===== src/rtl/fb_rect_writer.sv =====
// Rectangle fill engine: streams one grayscale pixel write per cycle in raster order into a framebuffer RAM.
// Optional bounds clipping against H_RES/V_RES is compiled in with macro FB_CLIP_EN.
module fb_rect_writer #(
  parameter int H_RES  = 640,
  parameter int V_RES  = 480,
  parameter int ADDR_W = 19
) (
  input  logic              clk,
  input  logic              reset,
  input  logic              cmd_valid,
  output logic              cmd_ready,
  input  logic [9:0]        cmd_x,
  input  logic [9:0]        cmd_y,
  input  logic [9:0]        cmd_w,
  input  logic [9:0]        cmd_h,
  input  logic [7:0]        cmd_color,
  output logic [ADDR_W-1:0] mem_addr,
  output logic [7:0]        mem_wdata,
  output logic              mem_we,
  output logic              busy,
  output logic              done
);

  typedef enum logic [1:0] {IDLE, FILL, DONE} state_t;

  localparam logic [31:0]       PITCH_BITS = 32'(H_RES);
  localparam logic [ADDR_W-1:0] PITCH      = ADDR_W'(H_RES);

  state_t            state_q, state_d;
  logic              rst_q;
  logic [ADDR_W-1:0] x_q, row_base_q, addr_q;
  logic [9:0]        w_q, h_q, col_q, row_q;
  logic [7:0]        color_q;
  logic [9:0]        eff_w, eff_h;
  logic              accept, last_col, last_row;

  // y*H_RES as a sum of shifted copies of y; H_RES is constant so this folds into a few adders.
  function automatic logic [ADDR_W-1:0] row_base_of(input logic [9:0] y);
    logic [ADDR_W-1:0] acc;
    acc = '0;
    for (int i = 0; i < 32; i++) begin
      if (PITCH_BITS[i]) acc = acc + (ADDR_W'(y) << i);
    end
    return acc;
  endfunction

  always_comb begin
    eff_w = cmd_w;
    eff_h = cmd_h;
`ifdef FB_CLIP_EN
    if ({22'd0, cmd_x} >= 32'(H_RES))
      eff_w = 10'd0;
    else if ({22'd0, cmd_w} > 32'(H_RES) - {22'd0, cmd_x})
      eff_w = 10'(32'(H_RES) - {22'd0, cmd_x});
    if ({22'd0, cmd_y} >= 32'(V_RES))
      eff_h = 10'd0;
    else if ({22'd0, cmd_h} > 32'(V_RES) - {22'd0, cmd_y})
      eff_h = 10'(32'(V_RES) - {22'd0, cmd_y});
`endif
  end

  assign last_col = (col_q == w_q - 10'd1);
  assign last_row = (row_q == h_q - 10'd1);

  always_comb begin
    state_d   = state_q;
    cmd_ready = (state_q == IDLE) && !rst_q;
    mem_we    = (state_q == FILL);
    busy      = (state_q != IDLE);
    done      = (state_q == DONE);
    mem_addr  = addr_q;
    mem_wdata = color_q;
    accept    = cmd_valid && cmd_ready;
    case (state_q)
      IDLE: if (accept) state_d = (eff_w == 10'd0 || eff_h == 10'd0) ? DONE : FILL;
      FILL: if (last_col && last_row) state_d = DONE;
      DONE: state_d = IDLE;
      default: state_d = IDLE;
    endcase
  end

  // rst_q holds cmd_ready low for the cycle following a reset edge.
  always_ff @(posedge clk) begin
    if (reset) begin
      state_q <= IDLE;
      rst_q   <= 1'b1;
    end else begin
      state_q <= state_d;
      rst_q   <= 1'b0;
    end
  end

  always_ff @(posedge clk) begin
    if (reset) begin
      x_q        <= '0;
      row_base_q <= '0;
      addr_q     <= '0;
      w_q        <= '0;
      h_q        <= '0;
      col_q      <= '0;
      row_q      <= '0;
      color_q    <= '0;
    end else if (accept) begin
      x_q        <= ADDR_W'(cmd_x);
      w_q        <= eff_w;
      h_q        <= eff_h;
      color_q    <= cmd_color;
      col_q      <= '0;
      row_q      <= '0;
      row_base_q <= row_base_of(cmd_y);
      addr_q     <= row_base_of(cmd_y) + ADDR_W'(cmd_x);
    end else if (state_q == FILL) begin
      if (last_col) begin
        col_q      <= '0;
        row_q      <= row_q + 10'd1;
        row_base_q <= row_base_q + PITCH;
        addr_q     <= row_base_q + PITCH + x_q;
      end else begin
        col_q  <= col_q + 10'd1;
        addr_q <= addr_q + 1'b1;
      end
    end
  end

endmodule


===== config.mk =====
export PLATFORM = sky130hd
export DESIGN_NAME = fb_rect_writer
export DESIGN_NICKNAME = d
export VERILOG_FILES = /design/src/rtl/fb_rect_writer.sv
export SDC_FILE = /design/constraint.sdc
export NUM_CORES = 1
export LEC_CHECK = 0
export BUFFER_PORTS_ARGS = -buffer_cell sky130_fd_sc_hd__buf_2
export CORE_UTILIZATION = 35
export CTS_CLUSTER_DIAMETER = 80
export DETAILED_ROUTE_END_ITERATION = 6
export PLACE_DENSITY = 0.58
export SLEW_MARGIN = 20
export SYNTH_ARGS = -nofsm -noshare
export SYNTH_HDL_FRONTEND = slang
export SYNTH_SLANG_ARGS = --single-unit

===== constraint.sdc =====
create_clock -name clk -period 3.8 [get_ports clk]
set_input_delay 0.57 -clock clk [delete_from_list [all_inputs] [get_ports clk]]
set_output_delay 0.57 -clock clk [all_outputs]
set_load 0.02 [all_outputs]

==> qor.yml, run 1 <==
clk_latency_ps: 360
hold_buffers: 0
first_pass_iters: 5
layout_common_cells: "nand2_1 (133), dfxtp_1 (92), buf_2 (81)"
crit_path_end_kind: "flip-flop"
stdcell_area_sq_um: 7130
layout-drive-gt1-share: 0.144
overflow: 0
power.density_nw_per_um2: 376
drc: 0
p_leak_uw: 0.00272
final_common_cell: "nand2_1"
portBuffers: 81
viasPerCell: 5.41
worstPathMaxFanout: 15
r2r-start: "w_q[0]"
slew_violations: 0
grt.total_usage: 0.193
fin_setup_tns_ps: 0
hold_path.class: "input pin to flip-flop"
hold_viol_final: 0
skew_ps: 10.0
setup.worst_path.start: "w_q[0]"
cp_cell_sequence: "inv_1, ha_1, nor2b_1, nand2_2, o311ai_4, o211ai_4, or3_1, o211a_1, a2111oi_1"
synth_area_leaders: "dfxtp_1 (30%), nand2_1 (8.1%), xnor2_1 (7.0%)"
netlist_area_sq_um: 6240
cts-resized-gates: 0
finalSetupViolations: 0
wl_um: 17400
relSlewSlack: 0.384
synth-edff-count: 0
die_area_sq_um: 18400
path_clk_slew_ps: 70
min_from: "cmd_color[2]"
grt_max_degree: 58
postCtsSetupBuffers: 0
syn_nets: 894
area_growth_pct: 14.3
cp_top_family: "compound AO/OA/AOI/OAI gates"
die_w_um: 136
post-route-min-period_ps: 2950
async_flop_share: 0
crit_path_start_kind: "flip-flop"
ant_nets: 0
fin_nets: 944
grt_pass1_wl_um: 27700
cpMaxStageDelayCell: "or3_1"
ys_types: 70
ioPinCount: 82
dr_total_vias: 5943
row_count: 48
ys_seq_area_frac: 0.295
reg2reg_slack_ps: 850
hpwl_um: 12700
placed_area_sq_um: 6820
fmax_ghz: 0.339
ys.flop_type: "dfxtp_1"
drt_iter0_drc: 595
clockBufferDepth: 2
status: "finished, final reports clean"
finalNonFillerCells: 1099
wl_per_cell_um: 15.8
vdd.ir_drop.worst_v: 0.000230
initial_core_util: 0.360
yosysTopAreaCell: "dfxtp_1"
placed_cells: 1084
worst_slew_pin_slew_ps: 923
ys_seq_elements: 92
insertedDiodeCount: 0
ys_warn_count: 0
cts_made_buffers: 9
cts_sinks: 92
cts_tree: "yes"
slowest_delay_ps: 610
rsz0062_at_grt: "no"
cp_data_arrival_time_ps: 3190
worst_ep_required_time_ps: 4040
dieHeight_um: 136
postSynthCellCount: 820
htree_num_levels: 3
worst-path-buf-inv: 1
worst-setup-path-type: "flip-flop to flip-flop"
grt_pass1_vias: 5325
core_sq_um: 17400
cts_root_buf: "clkbuf_16"
period_share: 0.776
synth_top_area_frac: 0.295
syn_area_per_cell_sq_um: 7.61
antenna_found_initial: 0
gp_routability_congestion: 0.847
max_cap_viol_count: 0
power by group:
part / internal, uW / total, uW / switching [uW]
Combinational: 246 / 600 / 354
Clock: 591 / 981 / 390
Sequential: 1020 / 1100 / 82.7
Total: 1860 / 2680 / 827
worst min-delay path: stages:
cell and delay [ps]:
buf_2 90, nand2_1 40, a21oi_1 50
logic make-up after synthesis:
logic type      share of synthesized area
simple gates                        0.276
xor+xnor                            0.104
fa+ha+maj                          0.0485
other cells                      0.000601
mux                                0.0343
flops                               0.295
compound gates                      0.198
buf+inv                            0.0437
stage by stage:
| step | power [uW] | setup WS [ps] | hold slack, ps | util |
|---|---|---|---|---|
| after global placement | 1720 | 809 | 437 | 0.393 |
| after floorplan | 1540 | 1100 | 418 | - |
| after detailed placement | 1720 | 734 | 441 | 0.393 |
| after CTS | 2710 | 868 | 440 | 0.411 |
| final | 2680 | 849 | 448 | 0.411 |
| after global routing | 2810 | 608 | 441 | 0.411 |
Yosys cell counts, types with 5 or more instances:
master	n
mux2i_1	18
o32ai_1	6
buf_2	5
and3_1	8
a21o_1	7
nor2_1	74
a2111oi_0	6
a31oi_1	11
ha_1	21
nand4_1	19
or3_1	13
nand2b_1	10
nand3_1	24
buf_1	5
nand3b_1	6
inv_1	19
dfxtp_1	92
clkbuf_1	42
nand2_1	134
nor3_1	23
nor4_1	15
o22ai_1	5
a21oi_1	58
nor2b_1	9
xnor2_1	50
o211ai_1	8
o21ai_0	17
a211oi_1	14
xor2_1	22
flip-flops by register name, summed over array words and instances (netlist names):
register,count
row_q,10
h_q,10
row_base_q,12
w_q,10
mem_wdata,8
x_q,10
state_q,2
mem_addr,19
rst_q,1
col_q,10
area by class of cell:
type                       count  area [sq um]
clock buffer                  11           243
sequential                    92          1840
clock inverter                 4          73.8
fill                        1801         10200
tap                          225           282
inverter                      19          71.3
multi-input combinational    657          4130
timing repair buffer          91           493
per-layer routing:
layer	vias to the layer above	wire length (um)	global-route usage
met1	2731	8390	0.262
li1	3031	-	-
met3	14	1030	0.0445
met2	167	7760	0.306
met4	0	225	0.0524
met5	-	0	0
path summary, 6_finish.rpt:
kind | cells past startpoint | to
max | 9 | row_base_q[11]
min | 3 | mem_wdata[2]
max reg2reg | 9 | row_base_q[11]
min reg2reg | 2 | mem_wdata[2]
(Power assumes the default switching activity.)
==> run 2: changes to the inputs <==
- clock period: 3.8 -> 2.9 ns (I/O delays scaled with it)
==> qor.yml, run 2 (synthesis gave the netlist of run 1 again) <==
cp_cell_sequence: "inv_1, ha_1, nor2b_2, a221o_1, o311ai_4, o211ai_4, or3_1, o211a_1, a2111oi_1"
grt_pass1_vias: 5556  # +4.3%
cts_root_buf: "clkbuf_16"
dr_total_vias: 6013  # +1.2%
portBuffers: 81  # unchanged
gp_routability_congestion: 0.895  # +5.6%
htree_num_levels: 3  # unchanged
p_leak_uw: 0.00278  # +2.2%
fmax_ghz: 0.371  # +9.4%
fin_nets: 961  # +1.8%
layout_setup_ws_ps: 203  # -646 ps
die_area_sq_um: 18400  # unchanged
wl_um: 17500  # +0.69%
slowest_delay_ps: 480  # -130 ps
worst_slew_pin_slew_ps: 769  # -154 ps
grt_pass1_wl_um: 28200  # +1.6%
worstPathMaxFanout: 8  # -7
final_common_cell: "nand2_1"
post-route-min-period_ps: 2700  # -254 ps
first_pass_iters: 5  # unchanged
slew_violations: 0  # unchanged
worst_ep_required_time_ps: 3140  # -900 ps
clockBufferDepth: 2  # unchanged
finalNonFillerCells: 1115  # +1.5%
power.density_nw_per_um2: 463  # +23%
clk_latency_ps: 350  # about the same
place_ws_ps: 64.1  # -670 ps
vdd.ir_drop.worst_v: 0.000290  # +26%
placed_cells: 1101  # +1.6%
die_w_um: 136  # unchanged
grt.total_usage: 0.195  # +0.00160
max_cap_viol_count: 0  # unchanged
layout-drive-gt1-share: 0.158  # +0.0143
cpMaxStageDelayCell: "or3_1"
crit_path_end_kind: "flip-flop"
grt_max_degree: 84  # +45%
drc: 0  # unchanged
area_growth_pct: 15.7
status: "finished, final reports clean"
layout_common_cells: "nand2_1 (133), dfxtp_1 (92), buf_2 (81)"
insertedDiodeCount: 0  # unchanged
path_clk_slew_ps: 70  # about the same
ioPinCount: 82  # unchanged
fill_cells: 1773  # -1.6%
largest_reg_flops: 19  # unchanged
cts_sinks: 92  # unchanged
relSlewSlack: 0.483  # +0.0981
cts_made_buffers: 9  # unchanged
antenna_found_initial: 0  # unchanged
core_sq_um: 17400  # unchanged
finalSetupViolations: 0  # unchanged
cp_data_arrival_time_ps: 2930  # -260 ps
hold_viol_final: 0  # unchanged
dieHeight_um: 136  # unchanged
initial_core_util: 0.360  # unchanged
fin_setup_tns_ps: 0  # unchanged
hpwl_um: 13000  # +2.5%
rsz0062_at_grt: "no"
hold_path.class: "input pin to flip-flop"
ant_nets: 0  # unchanged
cts_tree: "yes"
viasPerCell: 5.39  # -0.27%
skew_ps: 7.68  # -2.33 ps
crit_path_start_kind: "flip-flop"
row_count: 48  # unchanged
overflow: 0  # unchanged
drt_iter0_drc: 343  # -42%
worst-setup-path-type: "flip-flop to flip-flop"
period_share: 0.930  # +0.153
wl_per_cell_um: 15.7  # -0.76%
[run 2: cell types whose count changed in the layout (fill, tap and decap cells not counted)]
cell | previous run | this run
buf_4 | 9 | 25
bufinv_16 | 2 | 0
clkbuf_1 | 1 | 3
buf_12 | 1 | 2
clkinv_2 | 1 | 0
clkinv_4 | 1 | 0
inv_6 | 0 | 1
nor2b_1 | 9 | 8
nor2b_2 | 0 | 1
or2_0 | 1 | 0
or2_1 | 1 | 2
[run 2: final timing paths]
check | start | to | slack, ps | cells past startpoint
max reg2reg | w_q[1] | row_base_q[11] | 200 | 9
min | cmd_color[7] | mem_wdata[7] | 320 | 3
min reg2reg | mem_wdata[3] | mem_wdata[3] | 450 | 2
max | w_q[1] | row_base_q[11] | 200 | 9
[run 2: critical path, delay by kind of cell, from the launching register on]
family                   cells  cell delay (ps)
AO/OA/AOI/OAI                5             1240
AND/OR/NAND/NOR              2              670
flip-flops                   1              380
adder cells (fa/ha/maj)      1              230
buffers and inverters        1               60
[run 2: area by class of cell]
type | instances | area [sq um] | share of cell area
Tap cell | 225 | 282 | 0.0390
Multi-Input combinational cell | 657 | 4130 | 0.572
Timing Repair Buffer | 108 | 633 | 0.0877
Clock inverter | 1 | 8.76 | 0.00121
Sequential cell | 92 | 1840 | 0.255
Clock buffer | 13 | 250 | 0.0347
Inverter | 19 | 71.3 | 0.00988
[run 2: timing repair]
action | 4_1_cts | 5_1_grt
resized for setup | 0 | 2
hold buffers | 0 | 0
setup endpoints to repair | 0 | 4
setup buffers | 0 | 0
[run 2: power breakdown]
group	internal, uW	switching (uW)
combinational	337	475
sequential	1340	101
clock	600	489
[run 2: through the flow]
step                       util  hold slack [ps]  total power [uW]  area (sq um)
after detailed placement  0.401              447              2270          6960
after CTS                 0.416              311              3370          7220
after global placement    0.401              443              2270          6960
after floorplan               -              418              2020          6240
final                     0.416              324              3340          7220
after global routing      0.416              318              3520          7220
[run 2: layer usage]
metal  vias to the layer above  wire (um)  global-route usage
met5                         -          0                   0
li1                       3056          -                   -
met4                         0        324              0.0612
met3                        24        812              0.0385
met1                      2772       8280               0.261
met2                       161       8100               0.313
==> run 3: changes to the inputs <==
- CTS_BUF_LIST: not set -> sky130_fd_sc_hd__clkbuf_8
==> qor.yml, run 3 (synthesis gave the netlist of run 1 again) <==
viasPerCell: 5.38  # -0.25%
final_common_cell: "nand2_1"
p_leak_uw: 0.00275  # -1.2%
first_pass_iters: 4  # -1
reg2reg_slack_ps: 190  # about the same
post-route-min-period_ps: 2710  # +8.27 ps
largest_reg_flops: 19  # unchanged
worst_slew_pin_slew_ps: 799  # +30.2 ps
cts-resized-gates: 0  # unchanged
crit_path_end_kind: "flip-flop"
grt_pass1_vias: 5549  # -0.13%
layout_common_cells: "nand2_1 (133), dfxtp_1 (92), buf_2 (81)"
grt.total_usage: 0.195  # about the same
area_growth_pct: 14.1
reg2reg_depth: 9  # unchanged
path_clk_slew_ps: 90  # +20 ps
wl_per_cell_um: 15.6  # -0.39%
utilization: 0.410  # -0.00584
row_count: 48  # unchanged
slew_violations: 0  # unchanged
fin_setup_tns_ps: 0  # unchanged
grt_max_degree: 84  # unchanged
hold_viol_final: 0  # unchanged
antenna_found_initial: 0  # unchanged
die_area_sq_um: 18400  # unchanged
fmax_ghz: 0.370  # -0.31%
postCtsSetupBuffers: 0  # unchanged
drc: 0  # unchanged
cts_root_buf: "clkbuf_8"
period_share: 0.933  # +0.00285
ioPinCount: 82  # unchanged
htree_num_levels: 3  # unchanged
grt_pass1_wl_um: 28100  # -0.27%
worst_ep_required_time_ps: 3170  # +30 ps
clk_latency_ps: 380  # +30 ps
rsz0062_at_grt: "no"
overflow: 0  # unchanged
layout-drive-gt1-share: 0.158  # unchanged
insertedDiodeCount: 0  # unchanged
worst_hold_slack_ps: 287  # -36.8 ps
skew_ps: 12.2  # +4.51 ps
core_sq_um: 17400  # unchanged
cts_sinks: 92  # unchanged
relSlewSlack: 0.462  # -0.0203
max_cap_viol_count: 0  # unchanged
dr_total_vias: 5998  # -0.25%
vdd.ir_drop.worst_v: 0.000283  # -2.5%
power.density_nw_per_um2: 425  # -8.1%
stdcell_area_sq_um: 7120  # -1.4%
gp_routability_congestion: 0.895  # unchanged
cp_data_arrival_time_ps: 2980  # +50 ps
min_path_cells: 3  # unchanged
die_w_um: 136  # unchanged
worst-setup-path-type: "flip-flop to flip-flop"
finalSetupViolations: 0  # unchanged
hold_buffers: 0  # unchanged
crit_path_start_kind: "flip-flop"
fin_nets: 961  # unchanged
placed_area_sq_um: 6960  # unchanged
portBuffers: 81  # unchanged
clockBufferDepth: 2  # unchanged
wl_um: 17400  # -0.39%
cts_tree: "yes"
min_from: "cmd_color[7]"
worstReg2RegEnd: "row_base_q[11]"
finalNonFillerCells: 1115  # unchanged
dieHeight_um: 136  # unchanged
hold_path.class: "input pin to flip-flop"
worstPathMaxFanout: 8  # unchanged
status: "finished, final reports clean"
drt_iter0_drc: 360  # +5.0%
ant_nets: 0  # unchanged
initial_core_util: 0.360  # unchanged
r2r-start: "w_q[1]"
placed_cells: 1101  # unchanged
whs_endpoint: "mem_wdata[7]"
hpwl_um: 13000  # unchanged
cts_made_buffers: 9  # unchanged
==> run 3: changes by cell type in the layout (fill, tap and decap cells not counted) <==
cell	previous run	this run
clkbuf_16	9	0
inv_1	19	22
clkbuf_1	3	0
clkbuf_8	1	10
==> run 3: power breakdown <==
group          total [uW]  internal, uW  switching, uW
clock                 779           320            459
sequential           1440          1340            101
combinational         811           337            474
==> run 3: metal layers <==
layer,GRT usage,part of all wire,vias to the layer above
li1,-,-,3058
met1,0.260,0.48,2769
met2,0.312,0.46,154
met3,0.0456,0.048,17
met4,0.0531,0.013,0
met5,0,0,-
==> run 3: through the flow <==
step	total power [uW]	setup slack (ps)
floorplan	2020	310
global placement	2270	117
detailed placement	2270	64.1
CTS	3050	151
global route	3210	41.0
finish	3030	195
==> run 3: cell type report <==
class,instances,area (sq um)
clock buffers,10,138
flip-flops and latches,92,1840
repair buffers,108,633
clock inverters,4,20.0
multi-input cells,657,4130
fillers,1792,10200
inverters,19,71.3
well taps,225,282
==> run 3: how the worst max path moves through the flow <==
stage | slack (ps) | end | start
2_1_floorplan | 310 | mem_addr[11] | row_base_q[7]
3_3_place_gp | 120 | mem_addr[17] | cmd_y[0]
3_5_place_dp | 60 | mem_addr[18] | cmd_y[0]
4_1_cts | 150 | state_q[1] | w_q[1]
5_1_grt | 40 | mem_addr[15] | row_base_q[8]
6_report | 190 | row_base_q[11] | w_q[1]
==> run 3: worst max-delay path, cell delays in order (launching register included) <==
cell       delay (ps)
dfxtp_1           390
inv_1              60
ha_1              230
nor2b_2           190
a221o_1           390
o311ai_4          100
o211ai_4          170
or3_1             480
o211a_1           270
a2111oi_1         320
